**config.mk**
```make
export PLATFORM = sky130hd
export DESIGN_NAME = wb_bot_poller
export DESIGN_NICKNAME = d
export VERILOG_FILES = /design/src/rtl/wb_bot_poller_pkg.sv /design/src/rtl/wb_single_xfer.sv /design/src/rtl/wb_bot_poller.sv
export SDC_FILE = /design/constraint.sdc
export NUM_CORES = 1
export LEC_CHECK = 0
export ABC_AREA = 1
export ABC_CLOCK_PERIOD_IN_PS = 3500
export CAP_MARGIN = 15
export CORE_ASPECT_RATIO = 1.75
export CORE_MARGIN = 1
export CORE_UTILIZATION = 52
export DETAILED_ROUTE_END_ITERATION = 10
export HOLD_SLACK_MARGIN = 0.12
export PLACE_DENSITY = 0.86
export SYNTH_ARGS = -nofsm -noshare
export SYNTH_HDL_FRONTEND = slang
export SYNTH_SLANG_ARGS = --single-unit
```
**constraint.sdc**
```tcl
create_clock -name clk -period 3.5 [get_ports clk]
set_input_delay 0.7 -clock clk [delete_from_list [all_inputs] [get_ports clk]]
set_output_delay 0.7 -clock clk [all_outputs]
set_load 0.005 [all_outputs]
```
**src/rtl/wb_bot_poller_pkg.sv**
```systemverilog
// Shared definitions for the rojobot Wishbone poller.
// Register offsets, sequencer states and classic-cycle constants.
package wb_bot_poller_pkg;

   localparam logic [31:0] OFF_INFO = 32'h0000_000C;
   localparam logic [31:0] OFF_CTRL = 32'h0000_0010;
   localparam logic [31:0] OFF_SYNC = 32'h0000_0014;
   localparam logic [31:0] OFF_IACK = 32'h0000_0018;

   localparam logic [2:0] CTI_CLASSIC = 3'b000;
   localparam logic [1:0] BTE_LINEAR  = 2'b00;

   typedef enum logic [2:0] {
      S_IDLE,
      S_POLL,
      S_GAP,
      S_INFO,
      S_CTRL,
      S_ASET,
      S_ACLR,
      S_FAULT
   } state_t;

endpackage

```
**src/rtl/wb_single_xfer.sv**
```systemverilog
// One Wishbone classic read or write with hold-until-ack,
// drop-after-ack and a cycle timeout.
module wb_single_xfer #(
   parameter int TIMEOUT_CYC = 255
) (
   input  logic        clk,
   input  logic        rstn,
   input  logic        start,
   input  logic        we,
   input  logic [31:0] adr,
   input  logic [31:0] wdat,
   output logic [31:0] rdat,
   output logic        done,
   output logic        fault,
   output logic [31:0] wb_adr_o,
   output logic [31:0] wb_dat_o,
   output logic        wb_we_o,
   output logic        wb_cyc_o,
   input  logic [31:0] wb_dat_i,
   input  logic        wb_ack_i,
   input  logic        wb_err_i
);
   import wb_bot_poller_pkg::*;

   localparam logic [15:0] TO_LAST = 16'(TIMEOUT_CYC - 1);

   logic [15:0] tcnt;

   always_ff @(posedge clk) begin
      if (!rstn) begin
         wb_cyc_o <= 1'b0;
         wb_we_o  <= 1'b0;
         wb_adr_o <= '0;
         wb_dat_o <= '0;
         rdat     <= '0;
         done     <= 1'b0;
         fault    <= 1'b0;
         tcnt     <= '0;
      end else begin
         done  <= 1'b0;
         fault <= 1'b0;
         if (wb_cyc_o) begin
            // err takes priority over a simultaneous ack
            if (wb_err_i) begin
               wb_cyc_o <= 1'b0;
               fault    <= 1'b1;
            end else if (wb_ack_i) begin
               wb_cyc_o <= 1'b0;
               rdat     <= wb_dat_i;
               done     <= 1'b1;
            end else if (tcnt == TO_LAST) begin
               wb_cyc_o <= 1'b0;
               fault    <= 1'b1;
            end else begin
               tcnt <= tcnt + 16'd1;
            end
         end else if (start) begin
            wb_cyc_o <= 1'b1;
            wb_we_o  <= we;
            wb_adr_o <= adr;
            wb_dat_o <= wdat;
            tcnt     <= '0;
         end
      end
   end

endmodule

```
**src/rtl/wb_bot_poller.sv**
```systemverilog
// Hardware rojobot handshake: poll sync, read BotInfo,
// write motor control, then set and clear INT_ACK.
module wb_bot_poller #(
   parameter logic [31:0] BASE_ADR    = 32'h0000_0000,
   parameter int          POLL_GAP    = 16,
   parameter int          TIMEOUT_CYC = 255
) (
   input  logic        clk,
   input  logic        rstn,
   input  logic        enable,
   input  logic        cmd_valid,
   input  logic [7:0]  cmd_data,
   output logic [31:0] bot_info,
   output logic        info_valid,
   output logic        busy,
   output logic        bus_fault,
   output logic [31:0] wb_adr_o,
   output logic [31:0] wb_dat_o,
   output logic [3:0]  wb_sel_o,
   output logic        wb_we_o,
   output logic        wb_cyc_o,
   output logic        wb_stb_o,
   output logic [2:0]  wb_cti_o,
   output logic [1:0]  wb_bte_o,
   input  logic [31:0] wb_dat_i,
   input  logic        wb_ack_i,
   input  logic        wb_err_i
);
   import wb_bot_poller_pkg::*;

   localparam logic [7:0] GAP_LAST = 8'(POLL_GAP - 1);

   state_t      state;
   logic        issued;
   logic        start;
   logic [7:0]  gap_cnt;
   logic [7:0]  cmd_reg;
   logic        x_we;
   logic [31:0] x_adr;
   logic [31:0] x_wdat;
   logic [31:0] rdat;
   logic        done;
   logic        fault;

   assign busy     = (state != S_IDLE);
   assign wb_stb_o = wb_cyc_o;
   assign wb_sel_o = 4'b0001;
   assign wb_cti_o = CTI_CLASSIC;
   assign wb_bte_o = BTE_LINEAR;

   always_comb begin
      x_we   = 1'b0;
      x_adr  = BASE_ADR | OFF_SYNC;
      x_wdat = '0;
      unique case (state)
         S_INFO: x_adr = BASE_ADR | OFF_INFO;
         S_CTRL: begin
            x_we   = 1'b1;
            x_adr  = BASE_ADR | OFF_CTRL;
            x_wdat = {24'h0, cmd_reg};
         end
         S_ASET: begin
            x_we   = 1'b1;
            x_adr  = BASE_ADR | OFF_IACK;
            x_wdat = 32'h1;
         end
         S_ACLR: begin
            x_we   = 1'b1;
            x_adr  = BASE_ADR | OFF_IACK;
         end
         default: ;
      endcase
   end

   always_ff @(posedge clk) begin
      if (!rstn) cmd_reg <= 8'h00;
      else if (cmd_valid) cmd_reg <= cmd_data;
   end

   always_ff @(posedge clk) begin
      if (!rstn) begin
         state      <= S_IDLE;
         issued     <= 1'b0;
         start      <= 1'b0;
         gap_cnt    <= '0;
         bot_info   <= '0;
         info_valid <= 1'b0;
         bus_fault  <= 1'b0;
      end else begin
         start      <= 1'b0;
         info_valid <= 1'b0;
         unique case (state)
            S_IDLE: begin
               if (enable && !bus_fault) begin
                  state  <= S_POLL;
                  issued <= 1'b0;
               end
            end
            S_GAP: begin
               if (!enable) begin
                  state <= S_IDLE;
               end else if (gap_cnt == GAP_LAST) begin
                  state   <= S_POLL;
                  gap_cnt <= '0;
               end else begin
                  gap_cnt <= gap_cnt + 8'd1;
               end
            end
            S_FAULT: begin
               if (!enable) begin
                  state     <= S_IDLE;
                  bus_fault <= 1'b0;
               end
            end
            default: begin
               if (!issued) begin
                  start  <= 1'b1;
                  issued <= 1'b1;
               end else if (fault) begin
                  state     <= S_FAULT;
                  bus_fault <= 1'b1;
                  issued    <= 1'b0;
               end else if (done) begin
                  issued <= 1'b0;
                  unique case (state)
                     S_POLL: begin
                        gap_cnt <= '0;
                        if (!enable)     state <= S_IDLE;
                        else if (rdat[0]) state <= S_INFO;
                        else             state <= S_GAP;
                     end
                     S_INFO: begin
                        bot_info   <= rdat;
                        info_valid <= 1'b1;
                        state      <= S_CTRL;
                     end
                     S_CTRL: state <= S_ASET;
                     S_ASET: state <= S_ACLR;
                     default: state <= enable ? S_POLL : S_IDLE;
                  endcase
               end
            end
         endcase
      end
   end

   wb_single_xfer #(
      .TIMEOUT_CYC(TIMEOUT_CYC)
   ) u_xfer (
      .clk      (clk),
      .rstn     (rstn),
      .start    (start),
      .we       (x_we),
      .adr      (x_adr),
      .wdat     (x_wdat),
      .rdat     (rdat),
      .done     (done),
      .fault    (fault),
      .wb_adr_o (wb_adr_o),
      .wb_dat_o (wb_dat_o),
      .wb_we_o  (wb_we_o),
      .wb_cyc_o (wb_cyc_o),
      .wb_dat_i (wb_dat_i),
      .wb_ack_i (wb_ack_i),
      .wb_err_i (wb_err_i)
   );

endmodule

```
Word-level counts from Yosys, hierarchy flattened
Index checks and enable logic that the tools add are counted.
- add/sub/neg operators: 2
- multiply operators: 0
- divide/modulo/power cells: 0
- $lt $le $gt $ge: 0
- eq/ne operators: 17
- shift operators: 0
- multiplexer cells: 47
- bitwise gates (word level): 10
- reduce and logical (&&, ||, !) cells: 30
- operators by type and width (operator ; count):
    16-bit two-way mux ; 5
    8-bit two-way mux ; 6
    8-bit case mux with 2 select lines ; 2
    1-bit two-way mux ; 21
    3-bit two-way mux ; 7
    16-bit by 1-bit adder with 16-bit output, second input constant ; 1
    16-bit by 8-bit equality test with 1-bit output, second input constant ; 1
    5-bit case mux with 3 select lines ; 1
    2-bit != test, second input constant ; 7
    3-bit equality test, second input constant ; 4
    3-bit case mux with 4 select lines ; 1
    2-bit nonzero test ; 6
    1-bit inverter ; 10
    5-bit AND reduction ; 2
    3-bit case mux with 3 select lines ; 1
    3-bit OR reduction ; 3
    8-bit by 1-bit adder with 8-bit output, second input constant ; 1
    8-bit by 4-bit equality test with 1-bit output, second input constant ; 1
    4-bit AND reduction ; 2
    2-bit OR reduction ; 4
    7-bit OR reduction ; 1
    3-bit by 2-bit equality test with 1-bit output, second input constant ; 2
    2-bit AND reduction ; 3
    6-bit AND reduction ; 1
    12 further kinds ; 13
- flip-flop bits (word level): 171
- latch bits: 0
- bits in writable memories: 0
- ROM bits: 0
- input port bits: 46
- output and inout port bits: 111
- word-level logic and storage cells: 122
- memories kept: 0

Depth between registers and ports, before layout
Gate-level depths: netlist of run 1.
- depth after elaboration: 7
- depth in mapped cells: 11
- gate-level depth less buffers: 11

Hierarchy
From an unflattened synthesis of run 1, not the netlist that was laid out.
- cell total of the unflattened synthesis: 963
- area total of the unflattened synthesis: 6982.9 um^2
- by module, submodules not included (module ; instances ; cells an instance ; area an instance (um^2) ; sequential area each (um^2)):
    wb_single_xfer ; 1 ; 625 ; 4564.4 ; 2322.2
    wb_bot_poller ; 1 ; 338 ; 2418.6 ; 1101.1

Worst setup path after synthesis of run 1
No wires, ideal clock.
- path type: input port to flip-flop
- start point: input port rstn
- end point: register info_valid
- setup time: 0.128 ns
- arrival: 1.389 ns
- required time: 3.372 ns
- path slack: 1.983 ns
- cell stages on the path: 4
- buffers on the path: 2
- path through: inv_1 clkbuf_1 clkbuf_1 nor2_1
- word-level cells in the longest chain between the ends: 2
- RTL lines (what ; RTL line ; text):
    start, declared ; wb_bot_poller.sv:9 ; input logic rstn,
    1-bit inverter (no source line) ; -- ;
    7-bit OR reduction (no source line) ; -- ;
    end signal, assigned ; wb_bot_poller.sv:87 ; info_valid <= 1'b0;
    end signal, assigned ; wb_bot_poller.sv:91 ; info_valid <= 1'b0;
    end signal, assigned ; wb_bot_poller.sv:134 ; info_valid <= 1'b1;
    end, declared ; wb_bot_poller.sv:14 ; output logic info_valid,
No other way between the ends.
A chain may end at the register's enable or synchronous reset.

Worst setup path after layout of run 1
- start point: register state[2]
- end point: output port busy
- word-level cells in the longest chain between the ends: 1
- RTL lines (what ; RTL line ; text):
    start, declared ; wb_bot_poller.sv:33 ; state_t state;
    start signal, assigned ; wb_bot_poller.sv:139 ; default: state <= enable ? S_POLL : S_IDLE;
    3-bit nonzero test ; wb_bot_poller.sv:45 ; assign busy = (state != S_IDLE);
    end, declared ; wb_bot_poller.sv:15 ; output logic busy,
No other way between the ends.

==> impl_metrics.ini, run 1 <==
[outcome]
outcome = finished clean

[sta]
hold-worst-slack_ns = 0.455
slew_viol_final = 0
finalSetupTns_ns = 0
fin_crit_sh_pct = 73.5
slew_headroom_pct = 30.1
finalHoldViolCount = 0
worstMarginPinSlew_ns = 1.05
rsz0062_at_grt = no
fin_skew_ns = 0.0116
setup-violations-final = 0
min_period_ns = 2.57
achievable-frequency_mhz = 389

[yosys]
synthesis.instances = 750
syn-cell-area_mm2 = 0.00546
ys_warn_count = 0
synthArstFlopShare_pct = 0
yosysSeqAreaShare_pct = 43.3
synthTopCellsByArea = dfxtp_1 (43%), nor2_1 (13%), buf_4 (9.2%)
synth_seq_cells = 118
synth_edf_count = 0
ys.flop_type = dfxtp_1
syn-mean-instance-area_um2 = 7.27
synth.distinct_cells = 37
synth_top_area_share_pct = 43.3
yosysTopAreaCell = dfxtp_1

[finish]
nets = 880
multi_input_area_mm2 = 0.00247
fin_cells = 970
utilization_pct = 66.2
layout-area-overhead-vs-synth_pct = 24.2
drive_gt1_share_pct = 7.00
regArea_mm2 = 0.00236
fillCellCount = 857
n_antenna_cell = 0
largestRegisters = bot_info x32, u_xfer.rdat x32, u_xfer.tcnt x16

[routing]
drt_pass1_iterations = 4
avgViaCountPerCell = 4.99
wl_per_cell_um = 12.8
routed_wl_mm = 12.4
drt_iter0_drc = 183
drc = 0
vias = 4839
ant_nets = 0

[floorplanning]
io_pins = 157
die_w_um = 79.4
fp-row-count = 49
initial_core_util_pct = 53.3
die_h_um = 137
dieArea_mm2 = 0.0109
core_area_mm2 = 0.0102

[clock_network]
root_buffer = clkbuf_16
cts_sinks = 118
clock_latency_ns = 0.41
cts_resized = 0
path_clk_slew_ns = 0.05
postCtsHoldBufs = 0
cts_tree = yes
htree_levels = 4
cts_buffer_depth = 2
cts_made_buffers = 17
post_cts_buffers = 0

[pwr]
p_sw_mw = 1.13
clkPwrFrac_pct = 45.4
peakVddDrop_mv = 0.493
leakage_nw = 2.81
internal_power_mw = 2.90
cellPowerDensity_mw_per_mm2 = 595
combPwrFrac_pct = 16.5
seqPwrFrac_pct = 38.0
total_power_mw = 4.03
swShare_pct = 28.0

[placement]
gp_congestion = 0.907
io_buffers = 94
hpwl_mm = 8.48
dp_cells = 939

[worst_setup_path]
arrival_ns = 1.87
r2r_end = bot_info[2]
cp_cell_sequence = nor2_8, nand2_1, clkdlybuf4s50_1
start_kind = flop
crit_fanout = 8
crit_buf_inv = 1
cp_slowest_stage_delay_ns = 0.68
r2r-start = state[2]
rr_worst_depth = 6
regToRegSetupSlack_ns = 1.13
cp-end-kind = output pin
crit_slowest_cell = dfxtp_1
worst_ep_required_time_ns = 2.80
crit_family = flip-flops
crit_type = reg2out

[worst_hold_path]
hold_path_class = reg2reg
min_to = cmd_reg[2]
hp-start = cmd_reg[2]
worstHoldPathCells = 2

[job]
cap_violations = 0

[global_routing]
antenna_found_initial = 0
grt_pass1_wl_mm = 20.4
grtUsageTotal_pct = 24.2
grt_max_degree = 67
grt_pass1_vias = 4636
gr-total-overflow = 0
worst max path at each step:
stage	start	end	slack (ns)	cells after the start
after detailed placement	wb_err_i	u_xfer.rdat[21]	1.06	5
after floorplan	rstn	info_valid	1.98	4
after global placement	wb_err_i	u_xfer.rdat[5]	1.12	5
after CTS	state[2]	busy	0.95	3
after global routing	state[0]	busy	0.86	3
final	state[2]	busy	0.93	3
metal layers:
metal	global-route usage (%)	part of all wire, %	vias up
met2	43.8	55	155
li1	-	-	2436
met5	0	0	-
met1	24.3	37	2210
met4	15.5	3.5	0
met3	5.76	4.4	38
synthesized netlist by cell type, types with 6 or more instances:
| library cell | n |
|---|---|
| nor2_1 | 191 |
| dfxtp_1 | 118 |
| nand2_1 | 87 |
| o21ai_0 | 85 |
| buf_4 | 67 |
| inv_1 | 46 |
| nand3_1 | 34 |
| a21oi_1 | 28 |
| clkbuf_1 | 16 |
| nand4_1 | 8 |
| nor3_1 | 8 |
| inv_2 | 6 |
| o21ai_1 | 6 |
worst min-delay path, stage by stage, from the launching register on:
cell and delay, ns:
dfxtp_1 0.30, inv_1 0.06, a21oi_1 0.06
power by group through the flow:
stage / combinational (mW) / sequential, mW / clock, mW
5_1_grt: 0.756 / 1.54 / 1.91
4_1_cts: 0.666 / 1.53 / 1.85
2_1_floorplan: 0.602 / 1.48 / 0
6_report: 0.667 / 1.53 / 1.83
3_3_place_gp: 0.651 / 1.56 / 0
3_5_place_dp: 0.661 / 1.56 / 0
cell usage in the layout (no fill, tap or decap), types with 5 or more instances in the layout:
cell type and n:
a21oi_1 28, clkbuf_16 17, clkdlybuf4s50_1 93, clkinvlp_4 5, conb_1 62, dfxtp_1 118, inv_1 46, inv_2 6
nand2_1 87, nand3_1 34, nand4_1 8, nor2_1 191, nor3_1 8, o21ai_0 85, o21ai_1 6, xor2_1 5
layout make-up:
class | count | area share [%]
Clock buffer | 20 | 6.74
Sequential cell | 118 | 34.9
Clock inverter | 11 | 2.59
Tap cell | 127 | 2.35
Inverter | 53 | 2.97
Multi-Input combinational cell | 545 | 36.4
Timing Repair Buffer | 96 | 14.0
per-stage QoR:
step / setup slack [ns] / instance area, um^2
3_3_place_gp: 1.12 / 6140
3_5_place_dp: 1.06 / 6140
6_report: 0.926 / 6770
2_1_floorplan: 1.98 / 5680
4_1_cts: 0.945 / 6770
5_1_grt: 0.860 / 6770
kinds of logic (layout without fill, tap and decap cells):
kind of cell,Yosys count,in the layout,synth area share [%]
AND/OR/NAND/NOR,347,347,27.3
buffers and inverters,147,180,15.6
AO/OA/AOI/OAI,128,128,12.2
flip-flops,118,118,43.3
XOR/XNOR,5,5,0.803
adder cells (fa/ha/maj),3,3,0.688
other,2,62,0.138
No activity file was read; power rests on OpenSTA's default activity.
==> inputs of run 2 (changes only) <==
--- a/config.mk
+++ b/config.mk
@@ -6,14 +6,14 @@
 export NUM_CORES = 1
 export LEC_CHECK = 0
 export ABC_AREA = 1
-export ABC_CLOCK_PERIOD_IN_PS = 3500
+export ABC_CLOCK_PERIOD_IN_PS = 2300
 export CAP_MARGIN = 15
 export CORE_ASPECT_RATIO = 1.75
 export CORE_MARGIN = 1
-export CORE_UTILIZATION = 52
+export CORE_UTILIZATION = 43
 export DETAILED_ROUTE_END_ITERATION = 10
 export HOLD_SLACK_MARGIN = 0.12
-export PLACE_DENSITY = 0.86
+export PLACE_DENSITY = 0.76
 export SYNTH_ARGS = -nofsm -noshare
 export SYNTH_HDL_FRONTEND = slang
 export SYNTH_SLANG_ARGS = --single-unit
==> constraint.sdc (replaced) <==
create_clock -name clk -period 2.3 [get_ports clk]
set_input_delay 0.46 -clock clk [delete_from_list [all_inputs] [get_ports clk]]
set_output_delay 0.46 -clock clk [all_outputs]
set_load 0.005 [all_outputs]
==> run 2 against run 1 <==
  * Clock skew rose by 0.0012 ns
  * Hold slack got worse by 0.0055 ns
  * Total power rose by 43%
  * Highest routed layer unchanged
  * Global-route usage fell by 5.4 points
  * Cell count rose by 5.2%
  * Non-clock buffer count rose by 8
  * Utilization fell by 11 points
  * Critical path depth did not move
  * Via count fell by 2.1%
  * Sequential power rose by 52%
  * Die area rose by 20%
==> impl_metrics.ini, run 2 (same netlist as run 1, synthesis figures left out) <==
[clock_network]
cts_sinks = 118
postCtsHoldBufs = 0
clock_latency_ns = 0.42
cts_tree = yes
post_cts_buffers = 0
htree_levels = 4
cts_made_buffers = 17
cts_buffer_depth = 2
path_clk_slew_ns = 0.06
cts_resized = 0
root_buffer = clkbuf_16

[sta]
slew_viol_final = 0
achievable-frequency_mhz = 455
rsz0062_at_grt = no
finalSetupTns_ns = 0
fin_crit_sh_pct = 95.6
setup-violations-final = 0
fin_skew_ns = 0.0128
worstMarginPinSlew_ns = 0.569
hold-worst-slack_ns = 0.450
slew_headroom_pct = 62.0
fin_ws_ns = 0.101
finalHoldViolCount = 0
min_period_ns = 2.20

[finish]
final_common_cell = nor2_1
n_antenna_cell = 0
fin_area_mm2 = 0.00680
mostFrequentLayoutCells = nor2_1 (191), dfxtp_1 (116), clkdlybuf4s50_1 (93), nand2_1 (87), o21ai_0 (85)
largestRegisters = bot_info x32, u_xfer.rdat x32, u_xfer.tcnt x16
drive_gt1_share_pct = 8.33
nets = 888
layout-area-overhead-vs-synth_pct = 24.7

[pwr]
leakage_nw = 2.81
seqPwrFrac_pct = 40.3
peakVddDrop_mv = 0.535
combPwrFrac_pct = 17.9
cellPowerDensity_mw_per_mm2 = 846
clkPwrFrac_pct = 41.8
swShare_pct = 31.1
internal_power_mw = 3.96
p_sw_mw = 1.79

[routing]
wl_per_cell_um = 11.6
drt-met1-wl_mm = 4.63
wl_met2_mm = 6.20
topRoutingLayerUsed = met4
ant_nets = 0
drt_iter0_drc = 179
wl_met3_um = 597
drt_pass1_iterations = 5
avgViaCountPerCell = 4.65
routed_wl_mm = 11.8
drc = 0
vias = 4739

[floorplanning]
io_pins = 157
die_w_um = 87.1
core_area_mm2 = 0.0124
initial_core_util_pct = 43.9
dieArea_mm2 = 0.0132
fp-row-count = 54
die_h_um = 151

[placement]
io_buffers = 94
gp_congestion = 0.947
hpwl_mm = 8.37
post-place-ws_ns = 0.328
place_area_mm2 = 0.00625

[worst_setup_path]
start_kind = flop
rr_worst_depth = 6
cp-end-kind = output pin
arrival_ns = 1.74
crit_type = reg2out
worst_ep_required_time_ns = 1.84
crit_fanout = 6

[global_routing]
grt_pass1_vias = 4253
grtUsageTotal_pct = 18.8
antenna_found_initial = 0
gr-total-overflow = 0
grt_max_degree = 55
grt_pass1_wl_mm = 19.0

[worst_hold_path]
worstHoldPathCells = 2
hold_path_class = reg2reg

[outcome]
outcome = finished clean

[job]
cap_violations = 0
-- run 2: cell count changes in the layout (fill, tap and decap cells not counted), sizes merged --
| cell | change |
|---|---|
| buf | +8 |
| inv | +6 |
| bufinv | -4 |
| clkbuf | -3 |
| clkinv | +3 |
| clkinvlp | -1 |
-- run 2: final timing paths --
kind	from	endpoint	slack, ns
setup reg to reg	state[0]	bot_info[25]	0.50
hold / removal	cmd_reg[5]	cmd_reg[5]	0.45
setup / recovery	state[0]	busy	0.10
hold reg to reg	cmd_reg[5]	cmd_reg[5]	0.45
-- run 2: layout make-up --
class                           count  area (um^2)
Fill cell                        1165         5630
Multi-Input combinational cell    545         2470
Sequential cell                   118         2360
Timing Repair Buffer              104         1010
Clock buffer                       17          425
Tap cell                          168          210
Inverter                           53          201
Clock inverter                     15          121
-- run 2: per-layer routing --
metal,vias up,track usage [%]
met5,-,0
met4,0,11.3
met3,31,4.41
met2,168,33.3
met1,2093,19.9
li1,2447,-
-- run 2: power groups by stage --
stage	combinational, mW	clock, mW	sequential, mW
floorplan	0.917	0	2.25
global placement	1.02	0	2.35
detailed placement	1.02	0	2.35
CTS	1.03	2.45	2.31
global route	1.17	2.54	2.33
finish	1.03	2.41	2.32
-- run 2: stage by stage --
| stage | total power, mW | std cells | util (%) |
|---|---|---|---|
| 4_1_cts | 5.79 | 1020 | 54.7 |
| 3_5_place_dp | 3.38 | 988 | 50.3 |
| 2_1_floorplan | 3.17 | 810 | - |
| 3_3_place_gp | 3.37 | 988 | 50.3 |
| 5_1_grt | 6.04 | 1020 | 54.7 |
| 6_report | 5.75 | 1020 | 54.7 |
-- run 2: worst max-delay path, cell delays in order (launching register included) --
cell	delay, ns
dfxtp_1	0.59
nor2_8	0.07
nand2_1	0.15
clkdlybuf4s50_1	0.52
==> inputs of run 3 (changes only) <==
--- a/config.mk
+++ b/config.mk
@@ -12,6 +12,7 @@
 export CORE_MARGIN = 1
 export CORE_UTILIZATION = 43
 export DETAILED_ROUTE_END_ITERATION = 10
+export GPL_ROUTABILITY_DRIVEN = 0
 export HOLD_SLACK_MARGIN = 0.12
 export PLACE_DENSITY = 0.76
 export SYNTH_ARGS = -nofsm -noshare
==> results of run 3 <==
The final DEF is identical to that of run 2; final timing and power are the same.
